$ cat src/rtl/mem_arbiter.sv
`default_nettype none
// ============================================================================
//  Module   : mem_arbiter
//  Purpose  : Shares one word-wide memory port between instruction fetch (IF)
//             and load/store (D). One transaction in flight at a time; read
//             data returns RD_LAT cycles (1..4) after the read strobe.
//  Options  : ARV_MEM_RR_EN defined   -> round-robin arbitration on conflict
//             ARV_MEM_RR_EN undefined -> fixed priority, D port wins
//  Revision : 1.0  initial release
// ============================================================================
module mem_arbiter #(
  parameter int XLEN     = 32,
  parameter int MEMWIDTH = 32,
  parameter int RD_LAT   = 1
) (
  input  logic                clk_i,
  input  logic                rst_i,
  // instruction fetch port (read only)
  input  logic                if_req_i,
  input  logic [MEMWIDTH-1:0] if_addr_i,
  output logic                if_gnt_o,
  output logic                if_rvalid_o,
  output logic [XLEN-1:0]     if_rdata_o,
  // load/store port
  input  logic                d_req_i,
  input  logic                d_we_i,
  input  logic [MEMWIDTH-1:0] d_addr_i,
  input  logic [XLEN-1:0]     d_wdata_i,
  output logic                d_gnt_o,
  output logic                d_rvalid_o,
  output logic [XLEN-1:0]     d_rdata_o,
  // memory side
  output logic                mem_read_word_en_o,
  output logic [MEMWIDTH-1:0] mem_read_word_pos_o,
  input  logic [XLEN-1:0]     mem_read_word_data_i,
  output logic                mem_write_word_en_o,
  output logic [MEMWIDTH-1:0] mem_write_word_pos_o,
  output logic [XLEN-1:0]     mem_write_word_data_o,
  output logic                busy_o
);

  typedef enum logic [1:0] {
    ST_IDLE  = 2'd0,
    ST_ISSUE = 2'd1,
    ST_WAIT  = 2'd2
  } state_t;

  localparam logic       OWN_IF   = 1'b0;
  localparam logic       OWN_D    = 1'b1;
  localparam logic [2:0] LAT_INIT = 3'(RD_LAT);

  state_t              state_q, state_d;
  logic                owner_q, owner_d;
  logic                last_owner_q, last_owner_d;
  logic                we_q, we_d;
  logic [2:0]          cnt_q, cnt_d;
  logic [MEMWIDTH-1:0] rd_pos_q, rd_pos_d;
  logic [MEMWIDTH-1:0] wr_pos_q, wr_pos_d;
  logic [XLEN-1:0]     wr_data_q, wr_data_d;
  logic                rd_en_q, rd_en_d;
  logic                wr_en_q, wr_en_d;
  logic                if_gnt_q, if_gnt_d;
  logic                d_gnt_q, d_gnt_d;
  logic                if_rv_q, if_rv_d;
  logic                d_rv_q, d_rv_d;
  logic                busy_q, busy_d;
  logic                rv_next;
  logic                pick_d_port;

  // Arbitration: decide which requester wins when sampled in IDLE.
  always_comb begin
`ifdef ARV_MEM_RR_EN
    // On conflict the port that did not win last time goes; a lone requester always wins.
    pick_d_port = d_req_i && (!if_req_i || (last_owner_q == OWN_IF));
`else
    // Fixed priority: D wins any conflict, IF may starve.
    pick_d_port = d_req_i;
`endif
  end

  // Next-state and next-output computation for the transaction FSM.
  always_comb begin
    state_d      = state_q;
    owner_d      = owner_q;
    last_owner_d = last_owner_q;
    we_d         = we_q;
    cnt_d        = cnt_q;
    rd_pos_d     = rd_pos_q;
    wr_pos_d     = wr_pos_q;
    wr_data_d    = wr_data_q;
    rd_en_d      = 1'b0;
    wr_en_d      = 1'b0;
    if_gnt_d     = 1'b0;
    d_gnt_d      = 1'b0;

    case (state_q)
      ST_IDLE: begin
        if (if_req_i || d_req_i) begin
          state_d      = ST_ISSUE;
          owner_d      = pick_d_port ? OWN_D : OWN_IF;
          last_owner_d = pick_d_port ? OWN_D : OWN_IF;
          // Fetch is always a read; only the D port can write.
          we_d         = pick_d_port && d_we_i;
          if_gnt_d     = !pick_d_port;
          d_gnt_d      = pick_d_port;
          if (pick_d_port && d_we_i) begin
            wr_en_d   = 1'b1;
            wr_pos_d  = d_addr_i;
            wr_data_d = d_wdata_i;
          end else begin
            rd_en_d  = 1'b1;
            rd_pos_d = pick_d_port ? d_addr_i : if_addr_i;
          end
        end
      end
      ST_ISSUE: begin
        if (we_q) begin
          state_d = ST_IDLE;
        end else begin
          state_d = ST_WAIT;
          cnt_d   = LAT_INIT;
        end
      end
      ST_WAIT: begin
        cnt_d = cnt_q - 3'd1;
        if (cnt_q == 3'd1) begin
          state_d = ST_IDLE;
        end
      end
      default: begin
        state_d = ST_IDLE;
        cnt_d   = 3'd0;
      end
    endcase

    // rvalid is asserted during the final WAIT cycle, i.e. the one entered with count 1.
    rv_next = (state_d == ST_WAIT) && (cnt_d == 3'd1);
    if_rv_d = rv_next && (owner_d == OWN_IF);
    d_rv_d  = rv_next && (owner_d == OWN_D);
    busy_d  = (state_d != ST_IDLE);
  end

  // State and registered outputs; reset drops any in-flight read.
  always_ff @(posedge clk_i or negedge rst_i) begin
    if (!rst_i) begin
      state_q      <= ST_IDLE;
      owner_q      <= OWN_IF;
      last_owner_q <= OWN_D;
      we_q         <= 1'b0;
      cnt_q        <= 3'd0;
      rd_pos_q     <= '0;
      wr_pos_q     <= '0;
      wr_data_q    <= '0;
      rd_en_q      <= 1'b0;
      wr_en_q      <= 1'b0;
      if_gnt_q     <= 1'b0;
      d_gnt_q      <= 1'b0;
      if_rv_q      <= 1'b0;
      d_rv_q       <= 1'b0;
      busy_q       <= 1'b0;
    end else begin
      state_q      <= state_d;
      owner_q      <= owner_d;
      last_owner_q <= last_owner_d;
      we_q         <= we_d;
      cnt_q        <= cnt_d;
      rd_pos_q     <= rd_pos_d;
      wr_pos_q     <= wr_pos_d;
      wr_data_q    <= wr_data_d;
      rd_en_q      <= rd_en_d;
      wr_en_q      <= wr_en_d;
      if_gnt_q     <= if_gnt_d;
      d_gnt_q      <= d_gnt_d;
      if_rv_q      <= if_rv_d;
      d_rv_q       <= d_rv_d;
      busy_q       <= busy_d;
    end
  end

  assign if_gnt_o              = if_gnt_q;
  assign d_gnt_o               = d_gnt_q;
  assign if_rvalid_o           = if_rv_q;
  assign d_rvalid_o            = d_rv_q;
  // Read data is passed straight through from memory, gated to zero when not valid.
  assign if_rdata_o            = if_rv_q ? mem_read_word_data_i : '0;
  assign d_rdata_o             = d_rv_q  ? mem_read_word_data_i : '0;
  assign mem_read_word_en_o    = rd_en_q;
  assign mem_read_word_pos_o   = rd_pos_q;
  assign mem_write_word_en_o   = wr_en_q;
  assign mem_write_word_pos_o  = wr_pos_q;
  assign mem_write_word_data_o = wr_data_q;
  assign busy_o                = busy_q;

endmodule
`default_nettype wire

$ cat config.mk
export PLATFORM = sky130hd
export DESIGN_NAME = mem_arbiter
export DESIGN_NICKNAME = d
export VERILOG_FILES = /design/src/rtl/mem_arbiter.sv
export SDC_FILE = /design/constraint.sdc
export NUM_CORES = 1
export LEC_CHECK = 0
export ABC_AREA = 1
export BUFFER_PORTS_ARGS = -buffer_cell sky130_fd_sc_hd__buf_2
export CAP_MARGIN = 0
export CORE_AREA = 5 5 113 115
export DETAILED_ROUTE_END_ITERATION = 6
export DIE_AREA = 0 0 118 120
export PLACE_DENSITY_LB_ADDON = 0.25
export SYNTH_ARGS = -nofsm -noshare
export SYNTH_HDL_FRONTEND = slang
export SYNTH_SLANG_ARGS = --single-unit
$ cat constraint.sdc
create_clock -name clk_i -period 3.7 [get_ports clk_i]
set_clock_uncertainty 0.15 [all_clocks]
set_input_delay 0.185 -clock clk_i [delete_from_list [all_inputs] [get_ports clk_i]]
set_output_delay 0.185 -clock clk_i [all_outputs]
set_load 0.05 [all_outputs]
==> results <==
- Setup violations remaining at the end of the flow were counted as 0.
- Setup repair after global routing left no endpoint under its margin.
- The core outline area is 11700 sq um.
- After clock tree synthesis, the clock-pin slew on the worst setup and hold paths is 70 ps.
- The first global-routing pass estimated 27100 um of wire.
- The share of the Yosys chip area taken by registers is 54.8%.
- Row generation in the floorplan step produced 40 rows.
- Of the post-synthesis cell area, the dominant cell type holds 54.8%.
- The post-synthesis to final-layout area growth is 52.1%.
- Of all flip-flops after synthesis, the portion carrying an async set or reset was 100%.
- Global routing consumed, on the met2 layer, 40.5% of the routing resources.
- The count of warnings emitted by yosys is 0.
- The synthesized netlist net count is 775.
- The final-layout setup total negative slack is 0 ps.
- The via count is 5343.
- The number of clock sinks is 110.
- The share of post-route cells with drive strength above 1 is 32.7%.
- Measured in cells, the most critical reg-to-reg path has a length of 5.
- The number of flops mapped to enable cells by yosys is 0.
- The count of buffers from port buffering is 299.
- The worst-case IR drop observed on VDD is 780 uV.
- The routability congestion estimate is 0.840.
- The detailed-router iteration count before antenna repair is 4.
- CTS built an H-tree with a depth of 3.
- STA puts the critical path data required time at 3790 ps.
- In this run the power density over the cells is 980 nW/um^2.
- The final critical-path required period is 2280 ps.
- The total design power is 0.00749 W.
- After synthesis the netlist holds a flip-flop and latch count of 110.
- sky130_fd_sc_hd__dfrtp_1 takes more of the synthesized area than any other cell.
- The class of the tightest hold or removal check is in -> reg.
- The via density per instance is 4.65.
- The largest net degree at the start of global routing is 53.
- Global routing used 26.6% of the available met1 tracks.
- The insertion delay to the later sink of the worst-skew pair is 340 ps.
- The CTS tree is yes.
- The CTS buffer count is 9.
- Once detail routing completed, the nets flagged for antenna violations numbered 0.
- The max-slew violation count is 0.
- The layout net count is 1132.
- The largest driver fanout on the critical path is 52.
- The total of max-cap violations is 0.
- Sorting the synthesized cells by area gives the leading types as sky130_fd_sc_hd__dfrtp_1 55%, sky130_fd_sc_hd__nand2_1 20%, sky130_fd_sc_hd__inv_1 6.4%.
- The via count of the first global-routing pass was 5462.
- The arrival time reported for the critical path endpoint is 2370 ps.
- Synthesis produced 640 cells.
- The hold violation total from the final report is 0.
- The final routed DRC violation total is 0.
- For this run, the leading register cell type out of synthesis is sky130_fd_sc_hd__dfrtp_1.
- The flow ran to the end, and the final reports show no timing, DRC or antenna violations.
- STA classifies the critical path endpoint as a flip-flop.
- Based on the critical path, the design can be clocked at up to 438 MHz.
- The slew at the pin closest to its max-slew limit is 1010 ps.
- Synthesis instantiated 24 different standard cells from the library.
- In the final routed layout, each cell accounts on average for 14.8 um.
- The worst hold path passes through 3 cells.
- The post-synthesis area per instance is 7.85 sq um.
- The initial antenna violation count is 0.
- The die is 118 um wide.
- The number of antenna diodes in the final layout is 0.
- The most numerous cell in the Yosys netlist is sky130_fd_sc_hd__nand2_1.
- The total length of routed wires is 17000 um.
- The global-route total usage across every layer is 23.7%.
- The normalized max-slew margin is 32.4%.
- Dividing the final minimum period by the clock period gives 61.6%.
- The met3 track utilization from global routing is 8.15%.
- Counting instances in the post-synthesis netlist gives the leading cell types as 270 x sky130_fd_sc_hd__nand2_1, 110 x sky130_fd_sc_hd__dfrtp_1, 85 x sky130_fd_sc_hd__inv_1.
- The busiest layer in global routing is met2.
- Once layout is complete, the cells apart from fillers number 1149.
- After filler insertion, the fill cell instance count of the layout stands at 997.
- The worst setup path is of the reg -> reg kind.
- For this design the static power due to leakage is 4.76 nW.
- Counting tap cells, the placed design contains a total of 1058 instances.
- The I/O pin total is 300.
- After the first detailed-routing iteration, the DRC count stood at 242.
- The worst setup path is launched from a flip-flop.
- The die covers 14200 sq um.
- Once detailed placement completed, the half-perimeter wirelength came to 12000 um.
- In this run the post-CTS setup repair buffer count came out at 0.
- The die is 120 um tall.
- The number of buffers between clock root and the deepest sink is 2.
- The total grt overflow is 0.
- The netlist area before placement is 5020 sq um.
- The clock tree root driver cell is sky130_fd_sc_hd__clkbuf_16.
- The starting density of the core is 42.9%.
[metal layers]
| metal | up-vias | part of all wire [%] |
|---|---|---|
| met3 | 60 | 8.8 |
| li1 | 2634 | - |
| met2 | 243 | 49 |
| met5 | - | 0 |
| met4 | 0 | 4.1 |
| met1 | 2406 | 38 |
[path summary, 6_finish.rpt]
| check | from | end | slack [ps] |
|---|---|---|---|
| worst max-delay path | state_q[1] | mem_read_word_pos_o[2] | 1420 |
| worst min-delay path | d_addr_i[21] | mem_write_word_pos_o[21] | 20 |
| worst max register to register | state_q[1] | mem_read_word_pos_o[2] | 1420 |
| worst min register to register | mem_write_word_pos_o[13] | mem_write_word_pos_o[13] | 320 |
| max in group asynchronous | rst_i | mem_write_word_pos_o[24] | 2270 |
| min in group asynchronous | rst_i | mem_write_word_data_o[26] | 240 |
[area by class of cell]
class                      instances  area (sq um)  area share (%)
timing repair buffer             379          2290            29.9
clock inverter                     4          52.6           0.688
tap                              147           184            2.41
inverter                          89           334            4.37
sequential                       110          2750            36.0
multi-input combinational        408          1770            23.2
clock buffer                      12           256            3.36
[worst max-delay path: stages, from the launching register on]
cell and delay [ps]:
sky130_fd_sc_hd__dfrtp_1 440, sky130_fd_sc_hd__nor2_1 170, sky130_fd_sc_hd__o21ai_2 190, sky130_fd_sc_hd__nor2_4 820, sky130_fd_sc_hd__o21ai_0 230, sky130_fd_sc_hd__o21a_1 160
[report_power, final]
group | total (W) | switching (W) | leakage (nW) | internal (W)
logic | 0.00432 | 0.00338 | 3.27 | 0.000941
clock network | 0.000989 | 0.000424 | 0.153 | 0.000565
registers | 0.00218 | 0.000391 | 1.34 | 0.00179
[state kept, by name (all words and copies together) (netlist names)]
signal                 cells
d_rvalid_o                 1
if_gnt_o                   1
busy_o                     1
mem_write_word_data_o     32
if_rvalid_o                1
state_q                    2
mem_read_word_en_o         1
we_q                       1
d_gnt_o                    1
cnt_q                      3
owner_q                    1
mem_read_word_pos_o       32
mem_write_word_en_o        1
mem_write_word_pos_o      32
[timing repair]
action                    4_1_cts  5_1_grt
hold endpoints to repair      117        0
resized for setup               0        0
hold buffers                   75        0
[cells by family after synthesis]
group / count (synthesis) / synth area share [%]
flops: 110 / 54.8
simple gates: 323 / 24.8
compound gates: 83 / 9.99
fa+ha+maj: 2 / 0.498
buf+inv: 122 / 9.92
[cells in the final DEF, fill, tap and decap left out]
cell	n
sky130_fd_sc_hd__a21oi_1	1
sky130_fd_sc_hd__a21o_1	1
sky130_fd_sc_hd__clkbuf_16	9
sky130_fd_sc_hd__nand2_1	270
sky130_fd_sc_hd__inv_2	4
sky130_fd_sc_hd__o21a_1	19
sky130_fd_sc_hd__nor2_4	2
sky130_fd_sc_hd__nand2_2	1
sky130_fd_sc_hd__inv_6	1
sky130_fd_sc_hd__o21ai_0	46
sky130_fd_sc_hd__nor3_1	2
sky130_fd_sc_hd__ha_1	2
sky130_fd_sc_hd__clkbuf_8	2
sky130_fd_sc_hd__inv_1	85
sky130_fd_sc_hd__nor2_1	42
sky130_fd_sc_hd__nand3b_1	1
sky130_fd_sc_hd__nand3_1	4
sky130_fd_sc_hd__buf_4	6
sky130_fd_sc_hd__clkinv_4	1
sky130_fd_sc_hd__o211ai_1	13
sky130_fd_sc_hd__o21ai_2	1
sky130_fd_sc_hd__dlygate4sd3_1	75
sky130_fd_sc_hd__bufinv_16	1
sky130_fd_sc_hd__or2_2	1
sky130_fd_sc_hd__dfrtp_1	110
sky130_fd_sc_hd__buf_2	298
sky130_fd_sc_hd__clkbuf_1	1
sky130_fd_sc_hd__o21ai_1	2
sky130_fd_sc_hd__clkinv_2	1
[per-stage QoR]
stage	instance area, sq um	hold slack, ps	worst slack [ps]	util, %
2_1_floorplan	5020	-261	1990	-
3_3_place_gp	6580	70.9	1440	56.2
3_5_place_dp	6580	65.7	1370	56.2
4_1_cts	7640	4.15	1410	65.2
5_1_grt	7640	29.4	1080	65.2
6_report	7640	18.4	1420	65.2
Power figures use the tool's default switching activity.
